===== config.mk =====
export PLATFORM = sky130hd
export DESIGN_NAME = hazard_stall_unit
export DESIGN_NICKNAME = d
export VERILOG_FILES = /design/src/rtl/hazard_stall_unit.sv
export SDC_FILE = /design/constraint.sdc
export NUM_CORES = 1
export LEC_CHECK = 0
export BUFFER_PORTS_ARGS = -buffer_cell sky130_fd_sc_hd__buf_2
export CAP_MARGIN = 10
export CORE_MARGIN = 2
export CORE_UTILIZATION = 38
export DETAILED_ROUTE_END_ITERATION = 8
export PLACE_DENSITY = 0.84
export SYNTH_ARGS = -nofsm -noshare
export SYNTH_HDL_FRONTEND = slang
export SYNTH_SLANG_ARGS = --single-unit

===== constraint.sdc =====
create_clock -name clk -period 1.9 [get_ports clk]
set_input_delay 0.095 -clock clk [delete_from_list [all_inputs] [get_ports clk]]
set_output_delay 0.095 -clock clk [all_outputs]
set_load 0.02 [all_outputs]

===== src/rtl/hazard_stall_unit.sv =====
// hazard_stall_unit: load-use / BEQ operand hazard detection driving PC, IF/ID, ID/EXE and freeze controls.
// Latency: stall controls are combinational; a BEQ behind a load in EXE adds one registered HOLD cycle.
// Backpressure: mem_busy freezes the pipe and holds the FSM; HAZARD_STAT_EN adds a saturating stall counter.
`ifndef OP_BEQ
`define OP_BEQ 6'b000100
`endif

module hazard_stall_unit (
    input  logic        clk,
    input  logic        rst_n,
    input  logic [4:0]  rs_ID,
    input  logic [4:0]  rt_ID,
    input  logic [5:0]  op_ID,
    input  logic        uses_rt_ID,
    input  logic [4:0]  num_write_EXE,
    input  logic        reg_write_EXE,
    input  logic        mem_read_EXE,
    input  logic [4:0]  num_write_MEM,
    input  logic        mem_read_MEM,
    input  logic        branch_taken_ID,
    input  logic        mem_busy,
    output logic        pc_write,
    output logic        if_id_write,
    output logic        id_exe_bubble,
    output logic        if_id_flush,
    output logic        pipe_freeze,
    output logic [15:0] stall_cnt
);

    typedef enum logic {
        RUN  = 1'b0,
        HOLD = 1'b1
    } state_t;

    state_t state_q;
    state_t state_d;

    logic is_beq;
    logic exe_hit_rs;
    logic exe_hit_rt;
    logic mem_hit_rs;
    logic mem_hit_rt;
    logic load_use;
    logic br_alu;
    logic br_ld_exe;
    logic br_ld_mem;
    logic need1;
    logic need2;
    logic stall;

    // Register 0 is hard-wired zero, so it can never carry a real dependency.
    function automatic logic reg_hit(input logic [4:0] dst, input logic [4:0] src);
        return (dst != 5'd0) && (dst == src);
    endfunction

    always_comb begin
        is_beq     = (op_ID == `OP_BEQ);
        exe_hit_rs = reg_hit(num_write_EXE, rs_ID);
        exe_hit_rt = reg_hit(num_write_EXE, rt_ID);
        mem_hit_rs = reg_hit(num_write_MEM, rs_ID);
        mem_hit_rt = reg_hit(num_write_MEM, rt_ID);

        load_use  = mem_read_EXE && (exe_hit_rs || (uses_rt_ID && exe_hit_rt));
        br_alu    = is_beq && reg_write_EXE && !mem_read_EXE && (exe_hit_rs || exe_hit_rt);
        br_ld_exe = is_beq && mem_read_EXE && (exe_hit_rs || exe_hit_rt);
        br_ld_mem = is_beq && mem_read_MEM && (mem_hit_rs || mem_hit_rt);

        need1 = load_use || br_alu || br_ld_mem;
        need2 = br_ld_exe;
    end

    // HOLD stalls blindly: the load is already in MEM and its data is not yet usable by BEQ.
    always_comb begin
        stall = 1'b0;
        if (state_q == HOLD) begin
            stall = 1'b1;
        end else begin
            stall = need1 || need2;
        end
    end

    always_ff @(posedge clk or negedge rst_n) begin
        if (!rst_n) begin
            state_q <= RUN;
        end else begin
            state_q <= state_d;
        end
    end

    always_comb begin
        state_d = state_q;
        if (!mem_busy) begin
            case (state_q)
                RUN:     state_d = need2 ? HOLD : RUN;
                HOLD:    state_d = RUN;
                default: state_d = RUN;
            endcase
        end
    end

    always_comb begin
        pc_write      = 1'b1;
        if_id_write   = 1'b1;
        id_exe_bubble = 1'b0;
        if_id_flush   = 1'b0;
        pipe_freeze   = 1'b0;
        if (!rst_n) begin
            pc_write      = 1'b0;
            if_id_write   = 1'b0;
            id_exe_bubble = 1'b1;
        end else if (mem_busy) begin
            pc_write      = 1'b0;
            if_id_write   = 1'b0;
            pipe_freeze   = 1'b1;
        end else if (stall) begin
            pc_write      = 1'b0;
            if_id_write   = 1'b0;
            id_exe_bubble = 1'b1;
        end else begin
            if_id_flush   = branch_taken_ID;
        end
    end

`ifdef HAZARD_STAT_EN
    logic [15:0] stall_cnt_q;

    always_ff @(posedge clk or negedge rst_n) begin
        if (!rst_n) begin
            stall_cnt_q <= 16'd0;
        end else if (id_exe_bubble && !pipe_freeze && (stall_cnt_q != 16'hFFFF)) begin
            stall_cnt_q <= stall_cnt_q + 16'd1;
        end
    end

    assign stall_cnt = stall_cnt_q;
`else
    assign stall_cnt = 16'd0;
`endif

endmodule

==> impl_metrics.py, run 1 <==
metrics = {
    "run_status": {
        "status": "completed",
    },
    "timing": {
        "setup_repair_after_global_routing_missed_its_margin": "false",
        "final_worst_clock_skew_ns": 0,
        "totalNegativeSetupSlack_ns": 0,
        "slew_violations": 0,
        "ratio_of_final_minimum_period_to_clock_period_pct": 87.18,
        "setup_viol": 0,
        "layout_min_cycle_time_ns": 1.656,
        "fmax_mhz": 603.7,
        "finalHoldViolations": 0,
        "final_setup_slack_of_the_worst_path_ns": 0.2436,
    },
    "placed_design": {
        "pre_cts_slack_ns": 0.3635,
        "place.gp.congestion": 0.8109,
        "io_buffer_count": 38,
        "dp_hpwl_mm": 1.253,
    },
    "job": {
        "max_cap_check_violation_count": 0,
    },
    "clock_network": {
        "cts.repair.resized": 0,
        "cts.clk_slew.worst_paths_ns": 0,
        "clock_latency_ns": 0,
        "cts_hold_repair.buffers": 1,
        "cts_post_setup_buffers_inserted": 0,
    },
    "cells_and_area": {
        "diodes": 0,
        "final_nets": 146,
        "largest_register_ffs": 1,
        "layout_top_registers": "state_q (1)",
        "top_register": "state_q",
        "flow.area_growth_from_synthesis_pct": 26.58,
        "filler_cell_count": 141,
        "layout-drive-gt1-share_pct": 40.00,
    },
    "logic_synthesis": {
        "post_synth.cell_area_avg_um2": 7.610,
        "ys_warns": 0,
        "ys_ff_latch": 1,
        "ys_types": 25,
        "syn_inst": 73,
        "proportion_of_synthesized_chip_area_in_sequential_cells_pct": 4.505,
        "synth_area_um2": 555.5,
    },
    "setup_path": {
        "critical_path.max_stage_delay_ns": 0.53,
        "setup.worst_path.end_class": "output port",
        "setup.reg_to_reg.worst_slack_ns": 1.17,
        "cell_family_with_most_cp_delay": "buffers and inverters",
        "cpMaxStageDelayCell": "sky130_fd_sc_hd__dlygate4sd3_1",
        "timing.rr.start": "state_q$_DFFE_PN0N_",
        "startpoint_type": "input port",
        "number_of_buffers_and_inverters_on_the_critical_path": 3,
        "reg2reg_to": "state_q$_DFFE_PN0N_",
        "cp_max_fo": 3,
        "cp_common_cell": "sky130_fd_sc_hd__buf_2",
        "critPathArrivalTime_ns": 1.56,
        "reg2reg_depth": 2,
        "worst-endpoint-required_ns": 1.80,
        "setup.worst_path.start": "rst_n",
        "worst-setup-path-type": "input port to output port",
        "crit_chain": "dlygate4sd3_1 -> buf_2 -> nand2b_1 -> a31oi_1 -> a21oi_1 -> o31a_1 -> buf_2",
    },
    "floorplan": {
        "placeableCoreArea_um2": 1334,
        "initial_core_util_pct": 41.65,
        "die_area_um2": 1784,
        "die-height_um": 42.24,
        "rows": 13,
        "die_width_um": 42.24,
        "top_level_ports": 55,
    },
    "route": {
        "drt-vias-per-instance": 4.760,
        "route.vias.total": 595,
        "final_antenna_net_count": 0,
        "dr.pass1.iters": 4,
        "route.detailed.wl_per_inst_um": 10.96,
        "drcViolationCount": 0,
        "drtIter0Drc": 11,
        "totalWireLength_mm": 1.370,
        "met1_wire_length_um": 545,
        "met2WireLength_um": 725,
        "highest-signal-layer": "met4",
        "met3_wirelength_um": 85,
    },
    "power_and_ir_drop": {
        "static-leakage-power_nw": 0.3762,
        "irDropWorstVdd_uv": 137.9,
        "power.density_nw_per_um2": 258.4,
    },
    "worst_hold_path": {
        "min-delay-path-class": "input port to asynchronous set/reset pin",
    },
    "grt": {
        "grt_max_degree": 6,
        "grt_first_pass_wirelength_mm": 2.435,
        "global_route.usage.total_pct": 16.14,
        "globalRouteOverflowTotal": 0,
        "via_count_of_the_first_global_routing_pass": 605,
        "antenna_found_initial": 0,
    },
}
-- cells in the final DEF, fill, tap and decap left out --
cell type / netlist / layout
sky130_fd_sc_hd__and3_1: 2 / 2
sky130_fd_sc_hd__nand3_1: 2 / 2
sky130_fd_sc_hd__a21oi_2: 1 / 1
sky130_fd_sc_hd__nor4_2: 2 / 2
sky130_fd_sc_hd__xor2_1: 12 / 12
sky130_fd_sc_hd__o2111a_2: 1 / 1
sky130_fd_sc_hd__nand2b_1: 2 / 2
sky130_fd_sc_hd__nor3_1: 5 / 5
sky130_fd_sc_hd__dlygate4sd3_1: 0 / 1
sky130_fd_sc_hd__conb_1: 1 / 16
sky130_fd_sc_hd__or4_1: 1 / 1
sky130_fd_sc_hd__a31o_2: 1 / 1
sky130_fd_sc_hd__nand2_1: 3 / 3
sky130_fd_sc_hd__xnor2_1: 8 / 8
sky130_fd_sc_hd__a31oi_1: 1 / 1
sky130_fd_sc_hd__a21bo_1: 1 / 1
sky130_fd_sc_hd__inv_1: 2 / 2
sky130_fd_sc_hd__dfrtp_1: 1 / 1
sky130_fd_sc_hd__buf_2: 0 / 38
sky130_fd_sc_hd__nor4b_1: 1 / 1
sky130_fd_sc_hd__o31a_1: 1 / 1
sky130_fd_sc_hd__nor2_1: 3 / 3
sky130_fd_sc_hd__a21oi_1: 2 / 2
sky130_fd_sc_hd__o211ai_2: 1 / 1
sky130_fd_sc_hd__and2_1: 1 / 1
sky130_fd_sc_hd__o2111ai_1: 1 / 1
-- metrics by stage --
stage	instances	utilization (%)	instance area [um2]	hold WS, ns	power [mW]
global placement	124	51.97	693.2	-0.1136	0.1744
global route	125	52.72	703.2	0.4418	0.1963
detailed placement	124	51.97	693.2	-0.1124	0.1787
CTS	125	52.72	703.2	0.4187	0.1808
floorplan	88	-	611.8	-0.2006	0.1406
finish	125	52.72	703.2	0.4333	0.1817
-- report_power, final --
part,switching [mW],internal (mW)
Sequential,0.0000127,0.0217
Clock,0,0
Combinational,0.0962,0.0638
-- layer usage --
metal | vias to the layer above | global-route usage, %
met5 | - | 0
met4 | 0 | 1.250
met3 | 2 | 0.4310
met2 | 31 | 32.00
met1 | 268 | 19.59
li1 | 294 | -
-- kinds of logic (layout without fill, tap and decap cells) --
| kind of cell | after synthesis | in the layout | share of synthesized area, % |
|---|---|---|---|
| buffers and inverters | 19 | 41 | 24.32 |
| xor gates and xnor gates | 20 | 20 | 31.53 |
| AOI/OAI and AO/OA | 10 | 10 | 15.54 |
| and+or+nand+nor | 22 | 22 | 23.42 |
| DFF | 1 | 1 | 4.504 |
| other | 1 | 16 | 0.6750 |
-- Yosys cell counts --
cell | number | area, um2
sky130_fd_sc_hd__xor2_1 | 12 | 105.1
sky130_fd_sc_hd__o2111a_2 | 1 | 12.51
sky130_fd_sc_hd__nor4_2 | 2 | 25.02
sky130_fd_sc_hd__and2_1 | 1 | 6.260
sky130_fd_sc_hd__dfrtp_1 | 1 | 25.02
sky130_fd_sc_hd__inv_1 | 2 | 7.510
sky130_fd_sc_hd__buf_4 | 17 | 127.6
sky130_fd_sc_hd__a21oi_1 | 2 | 10.01
sky130_fd_sc_hd__and3_1 | 2 | 12.51
sky130_fd_sc_hd__nand2b_1 | 2 | 12.51
sky130_fd_sc_hd__nor2_1 | 3 | 11.26
sky130_fd_sc_hd__xnor2_1 | 8 | 70.07
sky130_fd_sc_hd__o2111ai_1 | 1 | 8.760
sky130_fd_sc_hd__o211ai_2 | 1 | 12.51
sky130_fd_sc_hd__a21bo_1 | 1 | 10.01
sky130_fd_sc_hd__o31a_1 | 1 | 8.760
sky130_fd_sc_hd__or4_1 | 1 | 7.510
sky130_fd_sc_hd__a31o_2 | 1 | 8.760
sky130_fd_sc_hd__nand2_1 | 3 | 11.26
sky130_fd_sc_hd__a21oi_2 | 1 | 8.760
sky130_fd_sc_hd__nand3_1 | 2 | 10.01
sky130_fd_sc_hd__nor3_1 | 5 | 25.02
sky130_fd_sc_hd__a31oi_1 | 1 | 6.260
sky130_fd_sc_hd__conb_1 | 1 | 3.750
sky130_fd_sc_hd__nor4b_1 | 1 | 8.760
-- cell type report --
| class | instances | area, um2 | area share, % |
|---|---|---|---|
| inverters | 2 | 7.507 | 1.068 |
| multi-input cells | 68 | 451.7 | 64.23 |
| flip-flops and latches | 1 | 25.02 | 3.559 |
| well taps | 15 | 18.77 | 2.669 |
| repair buffers | 39 | 200.2 | 28.47 |
-- worst max path at each step --
| stage | to | cells after the start |
|---|---|---|
| 3_3_place_gp | if_id_write | 6 |
| 3_5_place_dp | if_id_write | 7 |
| 5_1_grt | id_exe_bubble | 7 |
| 6_report | id_exe_bubble | 7 |
| 2_1_floorplan | pc_write | 5 |
| 4_1_cts | id_exe_bubble | 7 |
(Power assumes the default switching activity.)
==> run 2, diff against run 1 <==
- CORE_UTILIZATION: 38 -> 39
- CTS_BUF_LIST: default -> sky130_fd_sc_hd__clkbuf_4
- PLACE_DENSITY: 0.84 -> 0.86
==> run 2 against run 1 <==
  * Critical path depth stayed put
  * Largest cell class unchanged
  * Critical path type unchanged
  * Highest routed layer unchanged
  * Final cell count stayed put
  * Largest power group unchanged
  * Clock skew stayed put
==> impl_metrics.py, run 2 (synthesized netlist as in run 1, its figures left out) <==
metrics = {
    "setup_path": {
        "cp_common_cell": "sky130_fd_sc_hd__buf_2",
        "crit_chain": "dlygate4sd3_1 -> buf_2 -> nand2b_1 -> a31oi_1 -> a21oi_1 -> nor4_2 -> buf_2",
        "critPathArrivalTime_ns": 1.59,
        "startpoint_type": "input port",
        "cp_max_fo": 3,
        "worst-endpoint-required_ns": 1.80,
        "setup.worst_path.end_class": "output port",
        "cpMaxStageDelayCell": "sky130_fd_sc_hd__dlygate4sd3_1",
        "cell_family_with_most_cp_delay": "buffers and inverters",
        "worst-setup-path-type": "input port to output port",
        "critical_path.max_stage_delay_ns": 0.53,
        "timing.rr.start": "state_q$_DFFE_PN0N_",
        "number_of_buffers_and_inverters_on_the_critical_path": 3,
        "setup.worst_path.start": "rst_n",
    },
    "floorplan": {
        "top_level_ports": 55,
        "rows": 13,
        "die_area_um2": 1742,
        "die_width_um": 41.74,
        "placeableCoreArea_um2": 1318,
        "initial_core_util_pct": 42.17,
        "die-height_um": 41.74,
    },
    "power_and_ir_drop": {
        "report.power.total_mw": 0.1817,
        "power.sequential.fraction_pct": 11.9,
        "clkPwrFrac_pct": 0,
        "power_frac_comb_pct": 88.1,
        "switching_share_pct": 52.95,
        "internal-power_mw": 0.08551,
        "switchingPower_mw": 0.09623,
        "irDropWorstVdd_uv": 114.6,
        "power.density_nw_per_um2": 258.5,
        "static-leakage-power_nw": 0.3762,
    },
    "timing": {
        "totalNegativeSetupSlack_ns": 0,
        "setup_repair_after_global_routing_missed_its_margin": "false",
        "finalHoldViolations": 0,
        "final_worst_clock_skew_ns": 0,
        "fin_worst_hold_slack_ns": 0.4412,
        "fmax_mhz": 592.7,
        "ratio_of_final_minimum_period_to_clock_period_pct": 88.80,
        "setup_viol": 0,
        "slew_violations": 0,
        "layout_min_cycle_time_ns": 1.687,
    },
    "cells_and_area": {
        "final_cell_mix": "sky130_fd_sc_hd__buf_2 (38), sky130_fd_sc_hd__conb_1 (16), sky130_fd_sc_hd__xor2_1 (12)",
        "final_nets": 146,
        "top_register": "state_q",
        "largest_register_ffs": 1,
        "utilization_pct": 53.37,
        "layout-drive-gt1-share_pct": 40.00,
        "layout_top_registers": "state_q (1)",
        "filler_cell_count": 137,
        "flow.area_growth_from_synthesis_pct": 26.58,
        "leading_cell_type_in_the_layout_fill_and_taps_excluded": "sky130_fd_sc_hd__buf_2",
        "diodes": 0,
    },
    "placed_design": {
        "io_buffer_count": 38,
        "place.gp.congestion": 0.8311,
        "dp_hpwl_mm": 1.243,
    },
    "clock_network": {
        "cts.clk_slew.worst_paths_ns": 0,
        "clock_latency_ns": 0,
        "cts.repair.resized": 0,
        "cts_hold_repair.buffers": 1,
        "cts_post_setup_buffers_inserted": 0,
    },
    "route": {
        "final_antenna_net_count": 0,
        "route.detailed.wl_per_inst_um": 10.87,
        "route.vias.total": 587,
        "dr.pass1.iters": 4,
        "totalWireLength_mm": 1.359,
        "drcViolationCount": 0,
        "drt-vias-per-instance": 4.696,
        "drtIter0Drc": 8,
    },
    "grt": {
        "use_met2_pct": 29.38,
        "antenna_found_initial": 0,
        "grt_first_pass_wirelength_mm": 2.304,
        "grt.busiest_layer": "met2",
        "grt.met1_usage_pct": 17.10,
        "global_route.usage.total_pct": 15.70,
        "grt_max_degree": 6,
        "via_count_of_the_first_global_routing_pass": 564,
        "met3_usage_grt_pct": 3.913,
        "globalRouteOverflowTotal": 0,
    },
    "worst_hold_path": {
        "min-delay-path-class": "input port to asynchronous set/reset pin",
    },
    "run_status": {
        "status": "completed",
    },
    "job": {
        "max_cap_check_violation_count": 0,
    },
}
## run 2: area by class of cell
type	instances	area [um2]	share of cell area (%)
inverter	2	7.507	1.068
multi-input combinational	68	451.7	64.23
tap	15	18.77	2.669
timing repair buffer	39	200.2	28.47
sequential	1	25.02	3.559
## run 2: power by group through the flow
| stage | registers (mW) | clock network (mW) | logic [mW] |
|---|---|---|---|
| 3_3_place_gp | 0.0217 | 0 | 0.152 |
| 5_1_grt | 0.0217 | 0 | 0.174 |
| 6_report | 0.0217 | 0 | 0.160 |
| 4_1_cts | 0.0217 | 0 | 0.159 |
| 2_1_floorplan | 0.0217 | 0 | 0.119 |
| 3_5_place_dp | 0.0217 | 0 | 0.157 |
## run 2: path summary, 6_finish.rpt
check | end | slack, ns | cells past startpoint
setup / recovery | if_id_write | 0.21 | 7
min in group clk | state_q$_DFFE_PN0N_ | 0.46 | 3
hold reg to reg | state_q$_DFFE_PN0N_ | 0.61 | 2
hold / removal | state_q$_DFFE_PN0N_ | 0.44 | 2
setup reg to reg | state_q$_DFFE_PN0N_ | 1.15 | 2
max in group asynchronous | state_q$_DFFE_PN0N_ | 1.36 | 2
## run 2: layer usage
layer	wire length, um	vias to the layer above
li1	-	293
met1	516	262
met2	714	28
met3	97	4
met4	31	0
met5	0	-
## run 2: stage by stage
stage | instances | setup WS, ns | instance area, um2
after floorplan | 88 | 0.2101 | 611.8
after global placement | 124 | 0.3961 | 693.2
after detailed placement | 124 | 0.3343 | 693.2
after CTS | 125 | 0.2404 | 703.2
after global routing | 125 | 0.08714 | 703.2
final | 125 | 0.2128 | 703.2
==> run 3, diff against run 2 <==
- CELL_PAD_IN_SITES_DETAIL_PLACEMENT: default -> 0
- CELL_PAD_IN_SITES_GLOBAL_PLACEMENT: default -> 1
- CORE_UTILIZATION: 39 -> 25
- CTS_CLUSTER_DIAMETER: default -> 80
- PLACE_DENSITY: 0.86 -> default
- PLACE_DENSITY_LB_ADDON: default -> 0.1
- SKIP_LAST_GASP: default -> 1
==> run 3 against run 2 <==
  * Cell area rose by 2.3%
  * Sequential share of layout area fell by 0.080 points
  * Utilization fell by 20 points
  * Fmax rose by 3.9%
  * Sequential power barely moved
  * Critical endpoint is now id_exe_bubble
  * Largest power group unchanged
==> impl_metrics.py, run 3 (synthesized netlist as in run 1, its figures left out) <==
metrics = {
    "timing": {
        "fmax_mhz": 616.0,
        "final_worst_clock_skew_ns": 0,
        "slew_violations": 0,
        "setup_viol": 0,
        "finalHoldViolations": 0,
        "final_setup_slack_of_the_worst_path_ns": 0.2766,
        "setup_repair_after_global_routing_missed_its_margin": "false",
        "layout_min_cycle_time_ns": 1.623,
        "totalNegativeSetupSlack_ns": 0,
        "ratio_of_final_minimum_period_to_clock_period_pct": 85.44,
        "fin_worst_hold_slack_ns": 0.4227,
    },
    "clock_network": {
        "clock_latency_ns": 0,
        "cts.repair.resized": 0,
        "cts.clk_slew.worst_paths_ns": 0,
    },
    "placed_design": {
        "dp_hpwl_mm": 1.247,
        "place.gp.congestion": 0.6309,
        "pre_cts_slack_ns": 0.3364,
        "io_buffer_count": 38,
        "placed_instances": 137,
    },
    "cells_and_area": {
        "layout-drive-gt1-share_pct": 40.00,
        "flow.area_growth_from_synthesis_pct": 29.50,
        "final_nets": 146,
        "leading_cell_type_in_the_layout_fill_and_taps_excluded": "sky130_fd_sc_hd__buf_2",
        "top_register": "state_q",
        "layout_top_registers": "state_q (1)",
        "stdcell_count": 138,
        "final-seq-area_um2": 25.02,
        "largest_register_ffs": 1,
        "filler_cell_count": 241,
        "multiInputGateArea_um2": 451.7,
        "diodes": 0,
        "final_cell_mix": "sky130_fd_sc_hd__buf_2 (38), sky130_fd_sc_hd__conb_1 (16), sky130_fd_sc_hd__xor2_1 (12)",
    },
    "power_and_ir_drop": {
        "static-leakage-power_nw": 0.3762,
        "irDropWorstVdd_uv": 111.7,
        "power.density_nw_per_um2": 250.6,
    },
    "setup_path": {
        "setup.worst_path.end_class": "output port",
        "timing.rr.start": "state_q$_DFFE_PN0N_",
        "cp_max_fo": 3,
        "startpoint_type": "input port",
        "critPathArrivalTime_ns": 1.53,
        "setup.worst_path.start": "rst_n",
        "cpMaxStageDelayCell": "sky130_fd_sc_hd__dlygate4sd3_1",
        "critical_path.max_stage_delay_ns": 0.53,
        "critical_path.endpoint": "id_exe_bubble",
        "reg2reg_depth": 2,
        "crit_chain": "dlygate4sd3_1 -> buf_2 -> nand2b_1 -> a31oi_1 -> a21oi_1 -> o31a_1 -> buf_2",
        "worst-endpoint-required_ns": 1.80,
        "worst-setup-path-type": "input port to output port",
        "reg2reg_to": "state_q$_DFFE_PN0N_",
        "setup.reg_to_reg.worst_slack_ns": 1.17,
        "cp_common_cell": "sky130_fd_sc_hd__buf_2",
    },
    "job": {
        "max_cap_check_violation_count": 0,
    },
    "floorplan": {
        "top_level_ports": 55,
        "die_area_um2": 2615,
        "die_width_um": 51.14,
        "rows": 17,
        "placeableCoreArea_um2": 2148,
        "die-height_um": 51.14,
        "initial_core_util_pct": 25.86,
    },
    "grt": {
        "grt_first_pass_wirelength_mm": 2.028,
        "via_count_of_the_first_global_routing_pass": 512,
        "antenna_found_initial": 0,
        "grt_max_degree": 6,
        "global_route.usage.total_pct": 9.535,
        "globalRouteOverflowTotal": 0,
    },
    "route": {
        "final_antenna_net_count": 0,
        "drtIter0Drc": 4,
        "dr.pass1.iters": 4,
        "totalWireLength_mm": 1.316,
        "drcViolationCount": 0,
        "route.detailed.wl_per_inst_um": 9.536,
        "route.vias.total": 566,
        "drt-vias-per-instance": 4.101,
    },
    "worst_hold_path": {
        "min-delay-path-class": "input port to asynchronous set/reset pin",
    },
    "run_status": {
        "status": "completed",
    },
}
## run 3: critical path, delay by kind of cell
| family | cells | cell delay (ns) |
|---|---|---|
| and+or+nand+nor | 1 | 0.09 |
| AOI/OAI and AO/OA | 3 | 0.53 |
| buffers and inverters | 3 | 0.82 |
## run 3: per-stage QoR
| stage | total power, mW | cell area (um2) | utilization [%] |
|---|---|---|---|
| final | 0.1803 | 719.4 | 33.49 |
| after CTS | 0.1814 | 719.4 | 33.49 |
| after detailed placement | 0.1788 | 709.4 | 33.02 |
| after global placement | 0.1809 | 709.4 | 33.02 |
| after floorplan | 0.1406 | 611.8 | - |
| after global routing | 0.1954 | 719.4 | 33.49 |
## run 3: timing repair
action                     4_1_cts  5_1_grt
hold buffers                     1        0
setup endpoints to repair        0        0
hold endpoints to repair         1        0
setup buffers                    0        0
## run 3: layout make-up
cell class | count | area share (%)
sequential | 1 | 3.478
multi-input combinational | 68 | 62.78
timing repair buffer | 39 | 27.83
tap | 28 | 4.870
inverter | 2 | 1.043
## run 3: worst min-delay path by stage
stage | startpoint | end | slack, ns
CTS | rst_n | state_q$_DFFE_PN0N_ | 0.42
detailed placement | rst_n | state_q$_DFFE_PN0N_ | -0.11
finish | rst_n | state_q$_DFFE_PN0N_ | 0.42
global placement | rst_n | state_q$_DFFE_PN0N_ | -0.11
floorplan | rst_n | state_q$_DFFE_PN0N_ | -0.20
global route | rst_n | state_q$_DFFE_PN0N_ | 0.43
## run 3: layer usage
metal / up-vias / part of all wire, % / GRT usage, %
li1: 293 / - / -
met1: 249 / 40 / 11.80
met2: 24 / 51 / 18.61
met3: 0 / 9.1 / 0.8772
met4: 0 / 0 / 0
met5: - / 0 / 0
## run 3: where the power goes
group	switching [mW]	internal, mW	leakage [nW]	total, mW
logic	0.0948	0.0638	0.362	0.159
registers	0.0000103	0.0217	0.0140	0.0217
clock network	0	0	0	0
